`src/rtl/conv_ctrl_pkg.sv`:
```
// conv_ctrl_pkg: shared types and constants for the convolution controller.
// Holds the FSM state enum, operand pipeline depth and perf counter width.
package conv_ctrl_pkg;

    // Read -> operand load -> accumulate latency of the datapath.
    localparam int PIPE_DEPTH = 2;

    // Width of the optional performance counters.
    localparam int PERF_W = 16;

    typedef enum logic [2:0] {
        S_IDLE      = 3'd0,
        S_INIT      = 3'd1,
        S_MAC       = 3'd2,
        S_DRAIN     = 3'd3,
        S_WRITE     = 3'd4,
        S_NEXT_FILT = 3'd5,
        S_NEXT_WIN  = 3'd6,
        S_DONE      = 3'd7
    } state_e;

endpackage

```
`src/rtl/conv_controller_if.sv`:
```
// conv_controller_if: partial-sum valid/ready channel to the output writer.
// Ports: psum_valid, psum_waddr (master out), psum_ready (master in).
interface conv_controller_if #(
    parameter int ADDR_WIDTH = 4
);

    logic                  psum_valid;
    logic                  psum_ready;
    logic [ADDR_WIDTH-1:0] psum_waddr;

    modport master (
        output psum_valid,
        output psum_waddr,
        input  psum_ready
    );

    modport slave (
        input  psum_valid,
        input  psum_waddr,
        output psum_ready
    );

endinterface

```
`src/rtl/conv_ctrl_pipe.sv`:
```
// conv_ctrl_pipe: valid shift register following each memory read.
// Ports: clk, rst (async low), rd_vld_i in; op_ld_o, acc_ld_o out.
module conv_ctrl_pipe
    import conv_ctrl_pkg::*;
#(
    parameter int DEPTH = PIPE_DEPTH
) (
    input  logic clk,
    input  logic rst,
    input  logic rd_vld_i,
    output logic op_ld_o,
    output logic acc_ld_o
);

    logic [DEPTH-1:0] vld_q;
    logic [DEPTH-1:0] vld_d;

    // Stage 0 is "data at operand registers", last stage is "add done".
    if (DEPTH > 1) begin : g_multi
        assign vld_d = {vld_q[DEPTH-2:0], rd_vld_i};
    end else begin : g_single
        assign vld_d = rd_vld_i;
    end

    always_ff @(posedge clk or negedge rst) begin
        if (!rst) begin
            vld_q <= '0;
        end else begin
            vld_q <= vld_d;
        end
    end

    assign op_ld_o  = vld_q[0];
    assign acc_ld_o = vld_q[DEPTH-1];

endmodule

```
`src/rtl/conv_controller.sv`:
```
// conv_controller: sequencing FSM for the convolution datapath.
// Ports: clk, rst (async low), start, generator flags in; generator,
// memory, operand/accumulator strobes, busy, done out; psum channel via
// conv_controller_if.master. Optional macro CONV_CTRL_PERF_EN adds
// stall_cycles/mac_cycles outputs.
module conv_controller
    import conv_ctrl_pkg::*;
#(
    parameter int ADDR_WIDTH  = 4,
    parameter int NUM_FILTERS = 4,
    parameter int PIPE_DEPTH  = 2
) (
    input  logic clk,
    input  logic rst,
    input  logic start,
    input  logic finish_row,
    input  logic row_end,
    input  logic finish_filter,
    input  logic filter_end,
    output logic if_ld_head,
    output logic if_cnt_en,
    output logic if_clr,
    output logic if_stride,
    output logic f_ld_head,
    output logic f_cnt_en,
    output logic f_index_clr,
    output logic f_filter_cnt_en,
    output logic ram_ren,
    output logic sram_ren,
    output logic op_ld,
    output logic acc_ld,
    output logic acc_clr,
    conv_controller_if.master psum,
    output logic busy,
    output logic done
`ifdef CONV_CTRL_PERF_EN
    ,
    output logic [PERF_W-1:0] stall_cycles,
    output logic [PERF_W-1:0] mac_cycles
`endif
);

    // Filter sequencing is owned by the filter generator (filter_end), and
    // MAC exit keys on finish_filter alone, so these are informational.
    localparam int unused_num_filters = NUM_FILTERS;
    logic unused_finish_row;
    assign unused_finish_row = finish_row;

    state_e                state_q, state_d;
    logic                  drain_q, drain_d;
    logic [ADDR_WIDTH-1:0] waddr_q, waddr_d;
    logic                  psum_valid_s;

    always_ff @(posedge clk or negedge rst) begin
        if (!rst) begin
            state_q <= S_IDLE;
            drain_q <= 1'b0;
            waddr_q <= '0;
        end else begin
            state_q <= state_d;
            drain_q <= drain_d;
            waddr_q <= waddr_d;
        end
    end

    always_comb begin
        state_d         = state_q;
        drain_d         = drain_q;
        waddr_d         = waddr_q;
        if_ld_head      = 1'b0;
        if_cnt_en       = 1'b0;
        if_clr          = 1'b0;
        if_stride       = 1'b0;
        f_ld_head       = 1'b0;
        f_cnt_en        = 1'b0;
        f_index_clr     = 1'b0;
        f_filter_cnt_en = 1'b0;
        ram_ren         = 1'b0;
        sram_ren        = 1'b0;
        acc_clr         = 1'b0;
        psum_valid_s    = 1'b0;
        busy            = 1'b1;
        done            = 1'b0;
        unique case (state_q)
            S_IDLE: begin
                busy = 1'b0;
                if (start) begin
                    state_d = S_INIT;
                end
            end
            S_INIT: begin
                if_clr      = 1'b1;
                f_index_clr = 1'b1;
                acc_clr     = 1'b1;
                if_ld_head  = 1'b1;
                f_ld_head   = 1'b1;
                waddr_d     = '0;
                state_d     = S_MAC;
            end
            S_MAC: begin
                ram_ren   = 1'b1;
                sram_ren  = 1'b1;
                if_cnt_en = 1'b1;
                f_cnt_en  = 1'b1;
                // A window/filter size mismatch still ends on the filter.
                if (finish_filter) begin
                    drain_d = 1'b0;
                    state_d = S_DRAIN;
                end
            end
            S_DRAIN: begin
                drain_d = 1'b1;
                if (drain_q) begin
                    state_d = S_WRITE;
                end
            end
            S_WRITE: begin
                psum_valid_s = 1'b1;
                if (psum.psum_ready) begin
                    waddr_d = waddr_q + 1'b1;
                    if (!filter_end) begin
                        state_d = S_NEXT_FILT;
                    end else if (!row_end) begin
                        state_d = S_NEXT_WIN;
                    end else begin
                        state_d = S_DONE;
                    end
                end
            end
            S_NEXT_FILT: begin
                f_filter_cnt_en = 1'b1;
                f_index_clr     = 1'b1;
                acc_clr         = 1'b1;
                if_ld_head      = 1'b1;
                state_d         = S_MAC;
            end
            S_NEXT_WIN: begin
                if_stride   = 1'b1;
                f_ld_head   = 1'b1;
                f_index_clr = 1'b1;
                acc_clr     = 1'b1;
                state_d     = S_MAC;
            end
            S_DONE: begin
                done    = 1'b1;
                state_d = S_IDLE;
            end
            default: begin
                state_d = S_IDLE;
            end
        endcase
    end

    assign psum.psum_valid = psum_valid_s;
    assign psum.psum_waddr = waddr_q;

    conv_ctrl_pipe #(
        .DEPTH(PIPE_DEPTH)
    ) u_pipe (
        .clk      (clk),
        .rst      (rst),
        .rd_vld_i (ram_ren),
        .op_ld_o  (op_ld),
        .acc_ld_o (acc_ld)
    );

`ifdef CONV_CTRL_PERF_EN
    logic [PERF_W-1:0] stall_q, stall_d;
    logic [PERF_W-1:0] mac_q, mac_d;

    always_comb begin
        stall_d = stall_q;
        mac_d   = mac_q;
        if (state_q == S_INIT) begin
            stall_d = '0;
            mac_d   = '0;
        end else begin
            if (state_q == S_WRITE && !psum.psum_ready && stall_q != '1) begin
                stall_d = stall_q + 1'b1;
            end
            if (state_q == S_MAC && mac_q != '1) begin
                mac_d = mac_q + 1'b1;
            end
        end
    end

    always_ff @(posedge clk or negedge rst) begin
        if (!rst) begin
            stall_q <= '0;
            mac_q   <= '0;
        end else begin
            stall_q <= stall_d;
            mac_q   <= mac_d;
        end
    end

    assign stall_cycles = stall_q;
    assign mac_cycles   = mac_q;
`endif

endmodule

```
`src/flat_wrapper.sv`:
```
// flat-port wrapper written by rule: the top's interface ports become plain ports
module conv_controller_flat import conv_ctrl_pkg::*;
#(
    parameter int ADDR_WIDTH  = 4,
    parameter int NUM_FILTERS = 4,
    parameter int PIPE_DEPTH  = 2
)
  (clk, rst, start, finish_row, row_end, finish_filter, filter_end, if_ld_head, if_cnt_en, if_clr, if_stride, f_ld_head, f_cnt_en, f_index_clr, f_filter_cnt_en, ram_ren, sram_ren, op_ld, acc_ld, acc_clr, busy, done, psum_psum_valid, psum_psum_waddr, psum_psum_ready);
  conv_controller_if #(.ADDR_WIDTH(ADDR_WIDTH)) psum_i ();
  input  logic clk;
  input  logic rst;
  input  logic start;
  input  logic finish_row;
  input  logic row_end;
  input  logic finish_filter;
  input  logic filter_end;
  output logic if_ld_head;
  output logic if_cnt_en;
  output logic if_clr;
  output logic if_stride;
  output logic f_ld_head;
  output logic f_cnt_en;
  output logic f_index_clr;
  output logic f_filter_cnt_en;
  output logic ram_ren;
  output logic sram_ren;
  output logic op_ld;
  output logic acc_ld;
  output logic acc_clr;
  output logic busy;
  output logic done;
  output wire logic [$bits(psum_i.psum_valid)-1:0] psum_psum_valid;
  output wire logic [$bits(psum_i.psum_waddr)-1:0] psum_psum_waddr;
  input wire logic [$bits(psum_i.psum_ready)-1:0] psum_psum_ready;
  assign psum_psum_valid = psum_i.psum_valid;
  assign psum_psum_waddr = psum_i.psum_waddr;
  assign psum_i.psum_ready = psum_psum_ready;
  conv_controller #(.ADDR_WIDTH(ADDR_WIDTH), .NUM_FILTERS(NUM_FILTERS), .PIPE_DEPTH(PIPE_DEPTH)) u_core (.clk(clk), .rst(rst), .start(start), .finish_row(finish_row), .row_end(row_end), .finish_filter(finish_filter), .filter_end(filter_end), .if_ld_head(if_ld_head), .if_cnt_en(if_cnt_en), .if_clr(if_clr), .if_stride(if_stride), .f_ld_head(f_ld_head), .f_cnt_en(f_cnt_en), .f_index_clr(f_index_clr), .f_filter_cnt_en(f_filter_cnt_en), .ram_ren(ram_ren), .sram_ren(sram_ren), .op_ld(op_ld), .acc_ld(acc_ld), .acc_clr(acc_clr), .psum(psum_i), .busy(busy), .done(done));
endmodule
```
`config.mk`:
```
export PLATFORM = sky130hd
export DESIGN_NAME = conv_controller_flat
export DESIGN_NICKNAME = d
export VERILOG_FILES = /design/src/rtl/conv_ctrl_pkg.sv /design/src/rtl/conv_controller_if.sv /design/src/rtl/conv_ctrl_pipe.sv /design/src/rtl/conv_controller.sv /design/src/flat_wrapper.sv
export SDC_FILE = /design/constraint.sdc
export NUM_CORES = 1
export LEC_CHECK = 0
export ABC_AREA = 0
export CAP_MARGIN = 20
export CORE_MARGIN = 4
export CORE_UTILIZATION = 42
export CTS_CLUSTER_SIZE = 8
export DETAILED_ROUTE_END_ITERATION = 7
export PLACE_DENSITY_LB_ADDON = 0.2
export SYNTH_ARGS = -nofsm -noshare
export SYNTH_HDL_FRONTEND = slang
export SYNTH_SLANG_ARGS = --single-unit
```
`constraint.sdc`:
```
create_clock -name clk -period 4.35 [get_ports clk]
set_input_delay 1.305 -clock clk [delete_from_list [all_inputs] [get_ports clk]]
set_output_delay 1.305 -clock clk [all_outputs]
set_load 0.01 [all_outputs]
```
==> metrics.txt, run 1 <==
outcome finished clean; max_cap viols 0; Post-synth ARST share 100%; GRT met1 Usage 16.6%; Clock Sinks 10; Final Setup Violations 0; Cells after Synth 67; RSZ-0062 raised after global routing false; post-CTS setup buffers 0; Fin Clk Skew 2.23 ps; gr usage total 15.1%; Hold Worst Slack 387 ps; most frequent cell after synthesis dfrtp_1; Yosys reg bits 10; Hold Path Class flop to flop; Worst EP arrival 2080 ps; fmax 0.295 GHz; Filler Cell Count 122; most used flip-flop cell after synthesis dfrtp_1; Synth cell types 31; layout cells sized above 1 5.75%; met3 usage 5.93%; Ant. Diodes 0; # port buffers 26; Worst path slowest cell clkdlybuf4s50_1; IO Pins 28; average wire per standard cell 13.3 um; sequential area share after synthesis 42.1%; Yosys top cell by area dfrtp_1; DRT antenna net count 0; P per Cell Area 707 mW/mm^2; Post-Syn Area 594 sq um; Worst Path Max Fanout 14; CTS clock-pin slew for the worst setup and hold paths 60 ps; slew of the pin with the lowest slew margin 521 ps; vias in the first global route 516; NumNets Final 98; worst path bufs/invs 1; antenna violations before repair 0; Synth area leaders dfrtp_1 42%, buf_4 6.3%, o21ai_0 4.2%; CTS Hold Buffers Added 0; R2R Setup Slk 2900 ps; CP endpoint kind primary output; GR Overflow Total 0; clock buffer count from CTS 3; Initial Utilization 45.1%; routability cong. 0.718; clock root buffer clkbuf_4; area grow syn2layout 40.4%; dpl hpwl 1080 um; Die Y 45.6 um; met2 usage 25.3%; CP Cell Sequence nor2b_1, nor2b_1, clkdlybuf4s50_1; syn_nets 76; CP top delay family simple AND/OR/NAND/NOR gates; DR DRC count 0; Yosys top cell area share 42.1%; H-Tree Depth 1; Final Cycle Share 77.8%; critical path's largest stage delay 610 ps; most frequent cells after synthesis 10 x dfrtp_1, 5 x buf_4, 5 x nand2_1, 5 x o21ai_0; setup TNS 0 ps; Die Width 45.6 um; Vias/cell 5.47; CTS tree done; post-synthesis area per instance 8.87 sq um; maximum number of pins on one net before global-route repair 19; GR peak layer met2; critical path's most frequent cell nor2b_1; Tmin final 3390 ps; clk_lat worst skew 270 ps; PostCTS Resize Cnt 0; core area 0.00132 sq mm; Initial DRC Count 4; global-route wire length before repair 2190 um; synth warn 0; Die Footprint 0.00208 sq mm; max-slew violations 0; drt total wl 1360 um; standard-cell rows 13; Post-synth EDFFs 0; WP data required 3040 ps; worst vdd ir 391 uV; Pleak 0.000360 uW; Setup Crit Path Kind flop to primary output; Final Hold Fails 0; drt first pass iters 4; total number of vias 558; Slew Limit Headroom 65.2%; clk buf depth 2; startpoint types flop
logic make-up (layout without fill, tap and decap cells):
family | after synthesis | after routing | share of synthesized area (%)
buf+inv | 13 | 33 | 12.8
compound gates | 18 | 18 | 20.2
mux | 1 | 1 | 1.68
simple gates | 24 | 24 | 21.1
flops | 10 | 10 | 42.1
fa+ha+maj | 1 | 1 | 2.10
power by group:
part           switching (uW)  internal (uW)
registers                70.9            128
logic                     140            189
clock network            30.1           31.9
per-layer routing:
| layer | vias to the layer above | routed length (um) |
|---|---|---|
| met1 | 252 | 535 |
| li1 | 281 | - |
| met2 | 21 | 685 |
| met5 | - | 0 |
| met4 | 0 | 29 |
| met3 | 4 | 110 |
flip-flops by register name, indices dropped and copies added (netlist names):
register	flops
u_core.psum.psum_waddr	4
u_core.state_q	3
u_core.u_pipe.vld_q	2
u_core.drain_q	1
metrics by stage:
stage / utilization [%] / total power, uW / std cells / setup WS, ps / cell area [sq um]
final: 63.3 / 590 / 102 / 964 / 835
after detailed placement: 61.6 / 534 / 99 / 1230 / 812
after floorplan: - / 391 / 67 / 1870 / 594
after CTS: 63.3 / 598 / 102 / 931 / 835
after global routing: 63.3 / 636 / 102 / 814 / 835
after global placement: 61.6 / 522 / 99 / 1310 / 812
cell type report:
type,instances,area (sq um),area share [%]
clock buffers,3,22.5,2.70
inverters,4,15.0,1.80
multi-input cells,44,268,32.1
flip-flops and latches,10,250,30.0
well taps,15,18.8,2.25
repair buffers,26,260,31.2
cells in the final DEF, fill, tap and decap left out:
| cell | Yosys | final |
|---|---|---|
| inv_1 | 4 | 4 |
| ha_1 | 1 | 1 |
| o211ai_1 | 1 | 1 |
| nor2_1 | 4 | 4 |
| a2bb2oi_1 | 1 | 1 |
| o22a_1 | 1 | 1 |
| a31oi_1 | 1 | 1 |
| nand3_1 | 4 | 4 |
| o21ai_0 | 5 | 5 |
| a31o_2 | 1 | 1 |
| nor4b_1 | 1 | 1 |
| or4_1 | 1 | 1 |
| or2_2 | 1 | 1 |
| clkdlybuf4s50_1 | 0 | 26 |
| nor3_1 | 1 | 1 |
| nand2_1 | 5 | 5 |
| nor2b_1 | 3 | 3 |
| clkbuf_4 | 0 | 3 |
| nand2b_1 | 1 | 1 |
| a22o_1 | 1 | 1 |
| o21ai_1 | 2 | 2 |
| nand4_1 | 2 | 2 |
| mux2i_1 | 1 | 1 |
| a21oi_1 | 2 | 2 |
| a32oi_1 | 1 | 1 |
| o311ai_0 | 1 | 1 |
| and3_1 | 1 | 1 |
| o2111ai_1 | 1 | 1 |
| dfrtp_1 | 10 | 10 |
path summary, 6_finish.rpt:
check | start | depth (start not counted) | to
setup / recovery | u_core.state_q[1] | 3 | ram_ren
hold / removal | u_core.u_pipe.vld_q[0] | 0 | u_core.u_pipe.vld_q[1]
setup reg to reg | u_core.state_q[2] | 3 | u_core.psum.psum_waddr[3]
hold reg to reg | u_core.u_pipe.vld_q[0] | 0 | u_core.u_pipe.vld_q[1]
max in group asynchronous | rst | 1 | u_core.drain_q
min in group asynchronous | rst | 1 | u_core.psum.psum_waddr[2]
Power figures use the tool's default switching activity.
==> inputs of run 2 (changes only) <==
CORE_UTILIZATION = 35   (was 42)
clock period = 2.7 ns   (was 4.35 ns; I/O delays follow)
==> run 2 against run 1 <==
  * Critical path depth grew 1
  * Via count grew 2.5%
  * Clock power grew 110%
  * Worst hold slack lost 17 ps
  * Global-route usage shrank 4.3 points
  * Non-clock buffer count grew 3
  * Sequential share of layout area shrank 1.4 points
  * Final cell count grew 4.9%
  * Critical path type unchanged
==> metrics.txt, run 2 (same netlist as run 1, synthesis figures left out) <==
standard-cell rows 14 (+1); Initial Utilization 38.1% (-7.0 points); antenna violations before repair 0 (unchanged); area grow syn2layout 48.8%; Hold Path Class flop to flop; Ant. Diodes 0 (unchanged); Vias/cell 5.35 (-2.3%); fmax 0.388 GHz; Die Y 49.2 um (+7.9%); vias in the first global route 456 (-12%); GR Overflow Total 0 (unchanged); Die Footprint 0.00242 sq mm (+16%); Filler Cell Count 143 (+17%); clock root buffer clkbuf_4; Final Cycle Share 95.5%; R2R Setup Slk 1400 ps (-1500 ps); CTS clock-pin slew for the worst setup and hold paths 60 ps (about the same); clock buffer count from CTS 3 (unchanged); H-Tree Depth 1 (unchanged); global-route wire length before repair 2030 um (-7.6%); RSZ-0062 raised after global routing false; Final Hold Fails 0 (unchanged); r2r worst-path depth 4 (+1); clock share of power 12.9% (+2.4 points); Net Sw Frac 38.4% (-2.5 points); commonest non-fill, non-tap cell in the layout clkdlybuf4s50_1; DR DRC count 0 (unchanged); Post-Place Cell Area 836 sq um (+2.9%); Core Util, Final 56.7% (-6.6 points); CP endpoint kind primary output; slew of the pin with the lowest slew margin 463 ps (-58.2 ps); Worst R2R Start u_core.state_q[0]; Clock Sinks 10 (unchanged); NumNets Final 101 (+3.1%); routability cong. 0.803 (+12%); drt first pass iters 4 (unchanged); post-CTS setup buffers 0 (unchanged); Final Setup Violations 0 (unchanged); Pleak 0.000383 uW (+6.6%); setup TNS 0 ps (unchanged); Worst EP arrival 1770 ps (-310 ps); startpoint types flop; Worst Setup EP busy; average wire per standard cell 12.2 um (-8.6%); Setup crit start u_core.state_q[0]; Sw Pwr 392 uW (+62%); Setup Crit Path Kind flop to primary output; max reg flops 4 (unchanged); Pint 629 uW (+80%); Sequential Power Share 28.0% (-5.7 points); Die Width 49.2 um (+7.9%); worst vdd ir 645 uV (+65%); clk buf depth 2 (unchanged); layout cells sized above 1 15.4% (+9.6 points); CTS tree done; dpl hpwl 1000 um (-7.2%); Gate power share 59.1% (+3.3 points); drt total wl 1300 um (-4.1%); gr usage total 10.9% (-4.3 points); DRT antenna net count 0 (unchanged); max-slew violations 0 (unchanged); P per Cell Area 1150 mW/mm^2 (+63%); Initial DRC Count 10 (+6); outcome finished clean; clk_lat worst skew 260 ps (about the same); # port buffers 26 (unchanged); core area 0.00156 sq mm (+18%); most frequent cells in the layout 26 x clkdlybuf4s50_1, 8 x dfrtp_1, 5 x nand2_1, 5 x o21ai_0; Worst Path Max Fanout 11 (-3); design area 885 sq um (+6.0%); Tmin final 2580 ps; Reg2Reg Capture Point u_core.psum.psum_waddr[1]; total number of vias 572 (+2.5%); Slew Limit Headroom 69.0% (+3.8 points); WP data required 1890 ps (-1150 ps); maximum number of pins on one net before global-route repair 12 (-7); max_cap viols 0 (unchanged); IO Pins 28 (unchanged); Fin Clk Skew 3.42 ps (+1.18 ps)
-- run 2: changes by cell type in the layout (fill, tap and decap cells not counted), sizes merged --
| cell | before | now |
|---|---|---|
| buf | 0 | 3 |
| clkbuf | 3 | 4 |
-- run 2: metal layers --
metal / routed length [um] / GRT usage (%)
met5: 0 / 0
met4: 25 / 7.11
met3: 83 / 2.75
met2: 569 / 15.0
met1: 625 / 14.8
-- run 2: cell type report --
cell class | count | area, sq um | share of cell area (%)
repair buffers | 29 | 283 | 32.0
flip-flops and latches | 10 | 253 | 28.6
well taps | 16 | 20.0 | 2.26
inverters | 4 | 15.0 | 1.70
multi-input cells | 44 | 278 | 31.4
clock buffers | 4 | 36.3 | 4.10
-- run 2: stage by stage --
step | total power, uW | hold slack, ps | cells | setup slack, ps
3_3_place_gp | 876 | 355 | 103 | 268
5_1_grt | 1100 | 385 | 107 | 4.91
6_report | 1020 | 370 | 107 | 123
3_5_place_dp | 881 | 357 | 103 | 246
4_1_cts | 1020 | 372 | 107 | 22.0
2_1_floorplan | 630 | 416 | 67 | 711
-- run 2: power by group through the flow --
stage | Clock, uW | Sequential [uW] | Combinational (uW)
3_5_place_dp | 0 | 283 | 598
5_1_grt | 148 | 295 | 654
4_1_cts | 139 | 280 | 604
3_3_place_gp | 0 | 282 | 594
6_report | 132 | 286 | 603
2_1_floorplan | 0 | 266 | 364
-- run 2: critical path, stage by stage (launching register included) --
cell             delay, ps
dfrtp_1                450
buf_4                  210
nor2_1                 280
nand2_1                 90
clkdlybuf4s50_1        480
-- run 2: worst min-delay path by stage --
stage | from | to | slack [ps] | depth (start not counted)
floorplan | u_core.u_pipe.vld_q[0] | u_core.u_pipe.vld_q[1] | 420 | 0
global placement | u_core.u_pipe.vld_q[0] | u_core.u_pipe.vld_q[1] | 350 | 0
detailed placement | u_core.u_pipe.vld_q[0] | u_core.u_pipe.vld_q[1] | 360 | 0
CTS | u_core.u_pipe.vld_q[0] | u_core.u_pipe.vld_q[1] | 370 | 0
global route | u_core.u_pipe.vld_q[0] | u_core.u_pipe.vld_q[1] | 390 | 0
finish | u_core.u_pipe.vld_q[0] | u_core.u_pipe.vld_q[1] | 370 | 0
-- run 2: what timing repair did --
item / CTS / global route
setup endpoints to repair: 4 / 5
hold buffers: 0 / 0
gates resized for setup: 1 / 4
